==> config.mk <==
export PLATFORM = sky130hd
export DESIGN_NAME = uart_rx_fifo
export DESIGN_NICKNAME = d
export VERILOG_FILES = /design/src/rtl/uart_pkg.sv /design/src/rtl/uart_idle_timer.sv /design/src/rtl/uart_rx_fifo.sv
export SDC_FILE = /design/constraint.sdc
export NUM_CORES = 1
export LEC_CHECK = 0
export BUFFER_PORTS_ARGS = -buffer_cell sky130_fd_sc_hd__buf_2
export CORE_ASPECT_RATIO = 1.75
export CORE_MARGIN = 2
export CORE_UTILIZATION = 57
export DETAILED_ROUTE_END_ITERATION = 8
export PLACE_DENSITY = 0.72
export SLEW_MARGIN = 0
export SYNTH_ARGS = -nofsm -noshare
export SYNTH_HDL_FRONTEND = slang
export SYNTH_SLANG_ARGS = --single-unit
==> constraint.sdc <==
create_clock -name i_clk -period 7.3 [get_ports i_clk]
set_clock_uncertainty 0.05 [all_clocks]
set_input_delay 0.365 -clock i_clk [delete_from_list [all_inputs] [get_ports i_clk]]
set_output_delay 0.365 -clock i_clk [all_outputs]
set_load 0.05 [all_outputs]
==> src/rtl/uart_pkg.sv <==
// Shared UART definitions used by uart_rx, uart_tx and the receive buffer.
// Contents:
//   UART_BITS_PER_CHAR - framed character length (start + 8 data + stop)
//   timer_state_e      - idle character timeout FSM encoding
//   bit_time_cycles()  - clocks per bit, rounded to nearest
package uart_pkg;

    localparam int unsigned UART_BITS_PER_CHAR = 32'd10;

    typedef enum logic [1:0] {
        T_IDLE    = 2'd0,
        T_COUNT   = 2'd1,
        T_EXPIRED = 2'd2
    } timer_state_e;

    // Rounded (not truncated) so the bit period error stays within half a clock.
    function automatic int unsigned bit_time_cycles(input int unsigned clk_freq,
                                                    input int unsigned baud_rate);
        return (clk_freq + (baud_rate / 32'd2)) / baud_rate;
    endfunction

endpackage

==> src/rtl/uart_idle_timer.sv <==
// Idle character timeout for the receive buffer.
// Ports:
//   i_clk, i_rst  clock, synchronous active-high reset
//   activity      a push or pop takes effect this cycle
//   nonempty      the buffer will hold data after this cycle
//   flush         buffer contents are being discarded this cycle
//   o_timeout     data has sat untouched for LIMIT cycles
module uart_idle_timer
    import uart_pkg::*;
#(
    parameter int unsigned LIMIT = 32'd200
) (
    input  logic i_clk,
    input  logic i_rst,
    input  logic activity,
    input  logic nonempty,
    input  logic flush,
    output logic o_timeout
);

    localparam int CW = $clog2(LIMIT) + 1;

    timer_state_e   state_r;
    logic [CW-1:0]  count_r;
    logic           timeout_r;

    // Timer FSM, counter and registered timeout flag.
    always_ff @(posedge i_clk) begin
        if (i_rst) begin
            state_r   <= T_IDLE;
            count_r   <= {CW{1'b0}};
            timeout_r <= 1'b0;
        end else if (flush || !nonempty) begin
            state_r   <= T_IDLE;
            count_r   <= {CW{1'b0}};
            timeout_r <= 1'b0;
        end else if (activity) begin
            state_r   <= T_COUNT;
            count_r   <= {CW{1'b0}};
            timeout_r <= 1'b0;
        end else begin
            case (state_r)
                T_IDLE: begin
                    state_r   <= T_COUNT;
                    count_r   <= {CW{1'b0}};
                    timeout_r <= 1'b0;
                end
                T_COUNT: begin
                    // Counter parks at LIMIT-1 on expiry, so it can never wrap.
                    if (count_r == CW'(LIMIT - 32'd1)) begin
                        state_r   <= T_EXPIRED;
                        timeout_r <= 1'b1;
                    end else begin
                        count_r   <= count_r + CW'(1);
                        timeout_r <= 1'b0;
                    end
                end
                T_EXPIRED: begin
                    timeout_r <= 1'b1;
                end
                default: begin
                    state_r   <= T_IDLE;
                    count_r   <= {CW{1'b0}};
                    timeout_r <= 1'b0;
                end
            endcase
        end
    end

    assign o_timeout = timeout_r;

endmodule

==> src/rtl/uart_rx_fifo.sv <==
// Receive buffer behind uart_rx: first-word-fall-through FIFO with
// valid/ready read side, level/almost-full/sticky-overflow status and an
// idle character timeout.
// Ports:
//   i_clk, i_rst           clock, synchronous active-high reset
//   i_wr_data, i_wr_valid  received byte and its one-cycle strobe (no backpressure)
//   o_rd_data, o_rd_valid  head byte and non-empty flag
//   i_rd_ready             consumer takes the head byte
//   i_flush                discard everything stored
//   i_clr_overflow         clear sticky overflow
//   o_level, o_empty, o_full, o_almost_full, o_overflow, o_timeout  status
module uart_rx_fifo
    import uart_pkg::*;
#(
    parameter int unsigned DEPTH         = 32'd16,
    parameter int unsigned AF_THRESH     = 32'd12,
    parameter int unsigned CLK_FREQ      = 32'd80_000_000,
    parameter int unsigned BAUD_RATE     = 32'd115200,
    parameter int unsigned TIMEOUT_CHARS = 32'd4
) (
    input  logic                       i_clk,
    input  logic                       i_rst,
    input  logic [7:0]                 i_wr_data,
    input  logic                       i_wr_valid,
    output logic [7:0]                 o_rd_data,
    output logic                       o_rd_valid,
    input  logic                       i_rd_ready,
    input  logic                       i_flush,
    input  logic                       i_clr_overflow,
    output logic [$clog2(DEPTH):0]     o_level,
    output logic                       o_empty,
    output logic                       o_full,
    output logic                       o_almost_full,
    output logic                       o_overflow,
    output logic                       o_timeout
);

    localparam int PW = $clog2(DEPTH);
    localparam int LW = PW + 1;
    localparam int unsigned LIMIT =
        TIMEOUT_CHARS * UART_BITS_PER_CHAR * bit_time_cycles(CLK_FREQ, BAUD_RATE);

    logic [7:0]    mem_r [DEPTH];
    logic [PW-1:0] wr_ptr_r;
    logic [PW-1:0] rd_ptr_r;
    logic [LW-1:0] level_r;
    logic [LW-1:0] level_next_s;
    logic          overflow_r;
    logic          rd_valid_s;
    logic          full_s;
    logic          pop_s;
    logic          push_s;
    logic          ovf_event_s;

    assign rd_valid_s = (level_r != {LW{1'b0}});
    assign full_s     = (level_r == LW'(DEPTH));

    // Handshake decode and next occupancy; flush overrides any transfer.
    always_comb begin
        pop_s        = rd_valid_s && i_rd_ready;
        push_s       = i_wr_valid && (!full_s || pop_s);
        ovf_event_s  = i_wr_valid && full_s && !pop_s && !i_flush;
        level_next_s = level_r;
        if (i_flush) begin
            level_next_s = {LW{1'b0}};
        end else begin
            case ({push_s, pop_s})
                2'b10:   level_next_s = level_r + LW'(1);
                2'b01:   level_next_s = level_r - LW'(1);
                default: level_next_s = level_r;
            endcase
        end
    end

    // Storage array write port; contents need no reset since level gates reads.
    always_ff @(posedge i_clk) begin
        if (push_s && !i_flush) begin
            mem_r[wr_ptr_r] <= i_wr_data;
        end
    end

    // Pointers and occupancy counter.
    always_ff @(posedge i_clk) begin
        if (i_rst || i_flush) begin
            wr_ptr_r <= {PW{1'b0}};
            rd_ptr_r <= {PW{1'b0}};
            level_r  <= {LW{1'b0}};
        end else begin
            if (push_s) begin
                wr_ptr_r <= wr_ptr_r + PW'(1);
            end
            if (pop_s) begin
                rd_ptr_r <= rd_ptr_r + PW'(1);
            end
            level_r <= level_next_s;
        end
    end

    // Sticky overflow: a drop in the same cycle as a clear keeps the flag set.
    always_ff @(posedge i_clk) begin
        if (i_rst) begin
            overflow_r <= 1'b0;
        end else if (ovf_event_s) begin
            overflow_r <= 1'b1;
        end else if (i_clr_overflow) begin
            overflow_r <= 1'b0;
        end
    end

    uart_idle_timer #(
        .LIMIT(LIMIT)
    ) u_idle_timer (
        .i_clk     (i_clk),
        .i_rst     (i_rst),
        .activity  ((push_s || pop_s) && !i_flush),
        .nonempty  (level_next_s != {LW{1'b0}}),
        .flush     (i_flush),
        .o_timeout (o_timeout)
    );

    // Head byte reads as zero while empty so reset and flush present 8'h00.
    assign o_rd_data     = rd_valid_s ? mem_r[rd_ptr_r] : 8'h00;
    assign o_rd_valid    = rd_valid_s;
    assign o_level       = level_r;
    assign o_empty       = !rd_valid_s;
    assign o_full        = full_s;
    assign o_almost_full = (level_r >= LW'(AF_THRESH));
    assign o_overflow    = overflow_r;

endmodule

After elaboration in Yosys (flattened, before gate mapping). Memory sizes are Yosys's and may differ from the RTL's. A register that Yosys moved wholly into a read port is not among the register bits. Cells that the tools add are included.

Register bits after elaboration: 33. Latch bits: 0. Memory bits (writable): 128. Memory bits (read-only): 0. Bits of input ports: 14. Output and inout bits: 19. Word-level logic and storage cells: 67. Memories: 1.

Add/sub/neg operators: 5. Multiply operators: 0. Div/mod/pow operators: 0. Order comparisons: 1. Equality and inequality tests: 10. Shifts and indexed selects: 0. Muxes and demuxes: 16. Bitwise gates (word level): 1. Reductions and logical operators: 25.

Memories: mem_r (depth 16, width 8, rd ports 1, clocked after memory_dff 1, wr ports 1, line uart_rx_fifo.sv:43) `logic [7:0] mem_r [DEPTH];`.

Operator list (number): one-hot mux 16 bit (2 select lines) (1); adder 16 x 1 -> 16 bit (second input constant) (1); equality test 16 x 15 -> 1 bit (second input constant) (1); two-way mux 16 bit (1); one-hot mux 5 bit (2 select lines) (1); nonzero test 5 bit (2); adder 4 x 1 -> 4 bit (second input constant) (2); two-way mux 4 bit (2); two-way mux 8 bit (1); logical AND 1 bit (7); two-way mux 1 bit (6); one-hot mux 2 bit (3 select lines) (1); AND reduction 2 bit (3); adder 5 x 1 -> 5 bit (second input constant) (1); equality test 5 bit (second input constant) (1); >= comparator 5 x 4 -> 1 bit (second input constant) (1); logical NOT 1 bit (5); two-way mux 5 bit (1); subtractor 5 x 1 -> 5 bit (second input constant) (1); equality test 2 x 1 -> 1 bit (second input constant) (2); equality test 2 bit (second input constant) (2); logical OR 1 bit (4); != test 2 x 1 -> 1 bit (second input constant) (2); != test 3 x 1 -> 1 bit (second input constant) (1); 8 further kinds (8).

Longest topological paths before layout. Gate-level depths: netlist of the first run.

Word-level depth: 11. Mapped depth: 14. Depth with buffers taken out: 11.

By module. Synthesis of the first run repeated with hierarchy kept, for this count alone.

Cell total of the unflattened synthesis: 461. Area, all modules: 6994.2 um2.

By module, submodules not included: uart_rx_fifo (times used 1, cells an instance 325, area each 5884.4 um2, seq. area each 4204.0 um2); uart_idle_timer (times used 1, cells an instance 136, area each 1109.8 um2, seq. area each 380.4 um2).

Least setup slack after synthesis of the first run. No wires, ideal clock.

Kind: flip-flop to flip-flop. Start: register level_r[3] (netlist: o_level[3]). End: register u_idle_timer.count_r[11]. Library setup time: 0.130 ns. Data arrival time: 3.774 ns. Required time: 7.120 ns. Setup slack: 3.346 ns. Stages on the path, launching flop included: 15. Buffers on the path: 3. Clock period less this slack: 3.954 ns. Cells stage by stage: dfxtp_1 -> clkbuf_1 -> nand2b_1 -> nor3_1 -> nor2b_1 -> inv_1 -> ha_1 -> buf_4 -> or3b_1 -> or4b_1 -> nand3_1 -> o21ai_2 -> nor4_4 -> buf_6 -> nor3_1.

Word-level cells in the longest chain between the ends: 11. Elaborated cells between the ends (all ways): 18. Classes of those cells: add/sub: 2; eq/ne: 3; mux: 2; reduce/logical: 11.

Ends and longest elaborated chain: start, declared (line uart_rx_fifo.sv:46) `logic [LW-1:0] level_r;`; start signal, assigned (line uart_rx_fifo.sv:87) `level_r <= {LW{1'b0}};`; start signal, assigned (line uart_rx_fifo.sv:95) `level_r <= level_next_s;`; equality test 5 bit / nonzero test 5 bit (equally long branches) (line uart_rx_fifo.sv:56, uart_rx_fifo.sv:55); logical NOT 1 bit / logical AND 1 bit (equally long branches) (line uart_rx_fifo.sv:61, uart_rx_fifo.sv:60); logical OR 1 bit (line uart_rx_fifo.sv:61) `push_s = i_wr_valid && (!full_s || pop_s);`; logical AND 1 bit (line uart_rx_fifo.sv:61); equality test 2 x 1 -> 1 bit / equality test 2 bit (equally long branches) (line uart_rx_fifo.sv:67) `case ({push_s, pop_s})`; one-hot mux 5 bit (2 select lines) (line uart_rx_fifo.sv:67); two-way mux 5 bit (line uart_rx_fifo.sv:64) `if (i_flush) begin`; nonzero test 5 bit (line uart_rx_fifo.sv:116) `.nonempty (level_next_s != {LW{1'b0}}),`; logical NOT 1 bit (line uart_idle_timer.sv:33) `end else if (flush || !nonempty) begin`; logical OR 1 bit (line uart_idle_timer.sv:33); OR reduction 3 bit (no source line) *; end signal, assigned (line uart_idle_timer.sv:31) `count_r <= {CW{1'b0}};`; end signal, assigned (line uart_idle_timer.sv:35) `count_r <= {CW{1'b0}};`; end signal, assigned (line uart_idle_timer.sv:39) `count_r <= {CW{1'b0}};`; end, declared (line uart_idle_timer.sv:24) `logic [CW-1:0] count_r;`.

Mark *: on every way between the ends. The rest lies on a longest branch, timed or not. A chain may end at the register's enable or synchronous reset.

Worst setup path after layout of the first run.
Start: register level_r[1] (netlist: o_level[1]). End: register u_idle_timer.count_r[13].

The elaborated chain is that of the path after synthesis.

==> results of run 1 <==
==> logic make-up after synthesis <==
logic type | Yosys count | synth area share
xor+xnor | 21 | 0.0270
mux | 42 | 0.135
compound gates | 22 | 0.0243
fa+ha+maj | 11 | 0.0202
flops | 165 | 0.674
buf+inv | 30 | 0.0193
simple gates | 131 | 0.100
==> worst paths after layout <==
| kind | cells past startpoint | startpoint | end |
|---|---|---|---|
| setup / recovery | 10 | o_level[1] | u_idle_timer.count_r[13] |
| hold / removal | 2 | i_rst | o_overflow |
| setup reg to reg | 10 | o_level[1] | u_idle_timer.count_r[13] |
| hold reg to reg | 2 | o_overflow | o_overflow |
==> sequential cells by signal, indices dropped and copies added (netlist names), named ones only <==
register and flops:
mem_r 128, o_level 5, o_overflow 1, rd_ptr_r 4
u_idle_timer.count_r 16, u_idle_timer.o_timeout 1, u_idle_timer.state_r 2, wr_ptr_r 4
==> metrics by stage <==
| stage | cells | cell area [um^2] | worst slack [ns] | hold WS, ns |
|---|---|---|---|---|
| after CTS | 609 | 7680 | 3.01 | 0.0780 |
| after global routing | 609 | 7680 | 2.67 | 0.0866 |
| after global placement | 577 | 7090 | 3.14 | 0.429 |
| final | 609 | 7680 | 3.06 | 0.0943 |
| after detailed placement | 577 | 7090 | 3.05 | 0.429 |
| after floorplan | 422 | 6800 | 3.35 | 0.387 |
==> synth_stat cells, types with 2 or more instances <==
cell type	n	area share
nor3b_1	2	0.0022
clkbuf_1	11	0.0061
ha_1	11	0.020
and2_1	10	0.0092
nor2b_1	3	0.0028
o21ai_0	2	0.0015
or3_1	4	0.0037
o21a_1	2	0.0022
and3_1	2	0.0018
buf_6	2	0.0033
nand2_1	21	0.012
xor2_1	12	0.015
nand2b_1	6	0.0055
nand4_1	5	0.0046
edfxtp_1	128	0.56
inv_1	12	0.0066
mux4_2	40	0.13
mux2i_1	2	0.0029
and4_1	2	0.0026
nor2_1	33	0.018
a21oi_1	6	0.0044
dfxtp_1	37	0.11
buf_1	4	0.0022
xnor2_1	9	0.012
nor3_1	26	0.019
nand3_1	9	0.0066
a211oi_1	3	0.0033
==> routing by layer <==
layer,share of wire,track usage,wire (um)
met1,0.37,0.246,4820
met2,0.56,0.390,7310
met3,0.038,0.0527,490
met4,0.026,0.0891,335
met5,0,0,0
==> final cells by class <==
cell class | count | area [um^2] | area share
flip-flops and latches | 165 | 4590 | 0.597
multi-input cells | 227 | 2090 | 0.272
clock buffers | 20 | 437 | 0.0568
repair buffers | 38 | 205 | 0.0267
well taps | 135 | 169 | 0.0220
clock inverters | 12 | 154 | 0.0200
inverters | 12 | 45.0 | 0.00586
==> power breakdown <==
part | total [uW] | internal [uW] | switching (uW)
combinational | 104 | 33.4 | 70.5
sequential | 1020 | 1020 | 3.46
clock | 885 | 538 | 347
total | 2010 | 1590 | 421
==> cell usage in the layout (no fill, tap or decap), types with 5 or more instances in the layout <==
master,synthesis,routed
edfxtp_1,128,128
mux4_2,40,40
dfxtp_1,37,36
nor2_1,33,33
buf_2,0,32
nor3_1,26,26
nand2_1,21,21
clkbuf_16,0,17
inv_1,12,12
xor2_1,12,12
ha_1,11,11
and2_1,10,10
xnor2_1,9,9
nand3_1,9,9
nand2b_1,6,6
a21oi_1,6,6
buf_4,1,6
nand4_1,5,5
==> critical path: cells and delay by family, from the launching register on <==
family | cells | cell delay, ns
simple gates | 8 | 3.25
compound gates | 1 | 0.08
flops | 1 | 0.37
fa+ha+maj | 1 | 0.32
==> impl_metrics.ini, run 1 <==
[sta]
fin_crit_ns = 4.24
report.final.slew_viol_count = 0
period_share = 0.581
worst_pin_slew_ns = 1.13
setup_viol = 0
rsz0062_at_grt = false
max_slew_margin = 0.242
tns_ns = 0
fmax_mhz = 236
hold_viol = 0

[synth]
ys_warn_count = 0
synth_cells = 422
mappedNetlistArea_mm2 = 0.00680
synth-edff-count = 128
ys_types = 45
ys.flop_type = edfxtp_1
postSynthAreaPerCell_um2 = 16.1
ys_seq_area_frac = 0.674
synth_nets = 447
synthArstFlopShare = 0
ys_ff_latch = 165

[critical_path]
startpoint_type = flip-flop
crit_slowest_cell = nor4_4
critical_path_class = reg2reg
arrival_ns = 4.44
cp_max_fo = 19
crit_chain = or3_1, or3_4, nand2_1, ha_1, or3b_1, or4b_1, nand3_1, o21ai_2, nor4_4, nor3_1
worstPathRequired_ns = 7.50
worst-r2r-setup-slack_ns = 3.06
max_stage_delay_ns = 0.86
end_kind = flip-flop

[routing]
vias = 3653
wl_per_cell_um = 21.3
drc = 0
wl_mm = 13.0
ant_nets = 0
vias_per_cell = 6.00
first_iter_violations = 277
drt_first_pass_iters = 7

[power]
total_power_uw = 2010
power.static_leakage_uw = 0.00251
power_density_mw_per_mm2 = 261
peakVddDrop_mv = 0.172

[floorplanning]
start_util = 0.588
die_area_mm2 = 0.0129
die_x_um = 86.6
die-height_um = 149
num_rows = 52
io_pins = 33
core_area_mm2 = 0.0116

[placement]
portBuffers = 32
hpwl_mm = 8.80
gp_congestion = 0.817

[clock_tree]
path_clk_slew_ns = 0.06
cts_root_buf = clkbuf_16
cts_tree = done
cts_resized = 0
cts_max_path_buffers = 2
cts_hold_buf = 0
clkLatencyLatePin_ns = 0.42
cts-buffers-inserted = 17
cts_sinks = 165
cts_setup_buffers = 0
cts_max_level = 4

[job]
maxCapViolCount = 0

[cells_and_area]
n_antenna_cell = 0
nFillCells = 816
fin_nets = 486
utilization = 0.663
drive_above_1_share = 0.236
areaGrowthSynthToFinish_pct = 12.9

[global_routing]
gr-total-overflow = 0
grt.total_usage = 0.218
grt_max_degree = 33
antenna_found_initial = 0
grt_pass1_vias = 3869
grt_pass1_wl_mm = 20.4

[run_status]
outcome = completed

[hold_path]
hold_class = in2reg
Note: power is estimated with default switching activity, not from simulation.
==> inputs of run 2 (changes only) <==
--- a/config.mk
+++ b/config.mk
@@ -5,10 +5,11 @@
 export SDC_FILE = /design/constraint.sdc
 export NUM_CORES = 1
 export LEC_CHECK = 0
+export ABC_AREA = 1
 export BUFFER_PORTS_ARGS = -buffer_cell sky130_fd_sc_hd__buf_2
 export CORE_ASPECT_RATIO = 1.75
 export CORE_MARGIN = 2
-export CORE_UTILIZATION = 57
+export CORE_UTILIZATION = 55
 export DETAILED_ROUTE_END_ITERATION = 8
 export PLACE_DENSITY = 0.72
 export SLEW_MARGIN = 0
==> constraint.sdc (replaced) <==
create_clock -name i_clk -period 3.69 [get_ports i_clk]
set_clock_uncertainty 0.05 [all_clocks]
set_input_delay 0.1845 -clock i_clk [delete_from_list [all_inputs] [get_ports i_clk]]
set_output_delay 0.1845 -clock i_clk [all_outputs]
set_load 0.05 [all_outputs]
==> impl_metrics.ini, run 2 <==
[floorplanning]
start_util = 0.560
die-height_um = 155
core_area_mm2 = 0.0129
io_pins = 33
num_rows = 55
die_x_um = 90.5
die_area_mm2 = 0.0141

[placement]
preCtsSetupSlack_ns = 0.909
gp_congestion = 0.970
dpl.cell_count = 858
hpwl_mm = 10.6
portBuffers = 32

[clock_tree]
clkLatencyLatePin_ns = 0.42
cts_root_buf = clkbuf_16
cts_hold_buf = 3
cts_resized = 0
cts_max_path_buffers = 2
cts-buffers-inserted = 17
cts_setup_buffers = 0
cts_sinks = 165
path_clk_slew_ns = 0.07
cts_max_level = 4
cts_tree = done

[routing]
vias_per_cell = 5.82
drt_first_pass_iters = 5
wl_mm = 15.8
vias = 5193
wl_per_cell_um = 17.8
ant_nets = 0
drc = 0
first_iter_violations = 510

[cells_and_area]
drive_above_1_share = 0.130
largest_reg_flops = 128
mostFrequentLayoutCell = nor2_1
final_cells = 892
mostFrequentLayoutCells = 130 x nor2_1, 128 x edfxtp_1, 85 x o21ai_0
areaGrowthSynthToFinish_pct = 13.1
n_antenna_cell = 0
fin_nets = 734
top_register = mem_r

[synth]
yosysTopAreaCell = edfxtp_1
synth_commonest_cells = 130 x nor2_1, 128 x edfxtp_1, 85 x o21ai_0
ys_seq_area_frac = 0.637
synth-edff-count = 128
synthTopCellsByArea = edfxtp_1 53%, dfxtp_1 10%, nor2_1 6.8%, o21ai_0 5.9%, nand2_1 3.1%
synth_nets = 703
ys.flop_type = edfxtp_1
synthMostInstantiatedCell = nor2_1
ys_types = 33
synth_top_cell_area_share = 0.534
synth_cells = 678
mappedNetlistArea_mm2 = 0.00720
ys_ff_latch = 165
postSynthAreaPerCell_um2 = 10.6
synthArstFlopShare = 0
ys_warn_count = 0

[global_routing]
antenna_found_initial = 0
grt.total_usage = 0.234
grt_pass1_vias = 5128
grt_pass1_wl_mm = 25.6
gr-total-overflow = 0
grt_max_degree = 65

[hold_path]
hold_class = in2reg

[power]
p_sw_uw = 1090
power.static_leakage_uw = 0.00282
p_seq_frac = 0.473
peakVddDrop_mv = 0.398
total_power_uw = 4290
intPower_uw = 3210
pwr-share-comb = 0.104
power_density_mw_per_mm2 = 527
p_clk_frac = 0.423
swShare = 0.253

[critical_path]
r2r_start = o_level[2]
worstPathRequired_ns = 3.46
cp_max_fo = 35
end_kind = output pin
startpoint_type = flip-flop
critical_path_class = reg2out
arrival_ns = 2.87
critical_path.endpoint = o_rd_data[2]
worst-r2r-setup-slack_ns = 0.89
ff2ff_path_depth = 13
r2r-end = u_idle_timer.count_r[5]

[sta]
fmax_mhz = 322
worst_slack_ns = 0.586
setup_viol = 0
report.final.slew_viol_count = 0
whs_ns = 0.101
rsz0062_at_grt = false
tns_ns = 0
hold_viol = 0
max_slew_margin = 0.360
fin_crit_ns = 3.10
period_share = 0.841
worst_pin_slew_ns = 0.956

[job]
maxCapViolCount = 0

[run_status]
outcome = completed
[run 2: cell count changes after synthesis, sizes merged, moves of 20 or more]
cell    delta
nor2     +109
o21ai     +84
nand2     +41
mux4      -40
inv       +33
a21oi     +26
nand3     +24
o221ai    +20
[run 2: metal layers]
layer | global-route usage | up-vias | share of wire
met4 | 0.0967 | 0 | 0.026
li1 | - | 2470 | -
met2 | 0.446 | 200 | 0.57
met5 | 0 | - | 0
met3 | 0.0383 | 37 | 0.050
met1 | 0.253 | 2486 | 0.36
[run 2: stage by stage]
stage | cell area (um^2) | utilization
after detailed placement | 7500 | 0.583
after floorplan | 7200 | -
final | 8140 | 0.633
after global routing | 8140 | 0.633
after CTS | 8140 | 0.633
after global placement | 7500 | 0.583
[run 2: kinds of logic after synthesis]
kind of cell             Yosys count  synth area share
XOR/XNOR                           8           0.00973
AO/OA/AOI/OAI                    152             0.119
adder cells (fa/ha/maj)           11            0.0191
AND/OR/NAND/NOR                  266             0.173
flip-flops                       165             0.637
buffers and inverters             76            0.0426
[run 2: cell type report]
cell class,instances,area [um^2]
clock buffers,17,425
multi-input cells,437,2310
repair buffers,40,240
flip-flops and latches,165,4590
fillers,1035,4730
inverters,48,180
clock inverters,14,186
well taps,171,214
[run 2: power by group through the flow]
| stage | Clock, uW | Combinational [uW] | Sequential [uW] |
|---|---|---|---|
| detailed placement | 0 | 442 | 2070 |
| global placement | 0 | 431 | 2070 |
| global route | 1910 | 486 | 2030 |
| CTS | 1830 | 445 | 2030 |
| floorplan | 0 | 309 | 2080 |
| finish | 1810 | 447 | 2030 |
[run 2: worst max-delay path, cell delays in order (launching register included)]
cell and delay, ns:
dfxtp_2 0.33, clkinv_1 0.71, buf_12 0.46, o21ai_0 0.20, o22ai_1 0.11, nor2_1 0.10
nor2_1 0.04, o21ai_0 0.13, a21oi_1 0.12, buf_2 0.23
[run 2: worst min path at each step]
stage / startpoint / endpoint / slack (ns) / cells after the start
detailed placement: i_clr_overflow / o_overflow / 0.34 / 2
global placement: i_clr_overflow / o_overflow / 0.34 / 2
CTS: i_wr_data[4] / mem_r[0][4] / 0.09 / 1
global route: i_wr_data[4] / mem_r[15][4] / 0.10 / 1
floorplan: i_rst / o_level[2] / 0.21 / 1
finish: i_wr_data[5] / mem_r[5][5] / 0.10 / 1
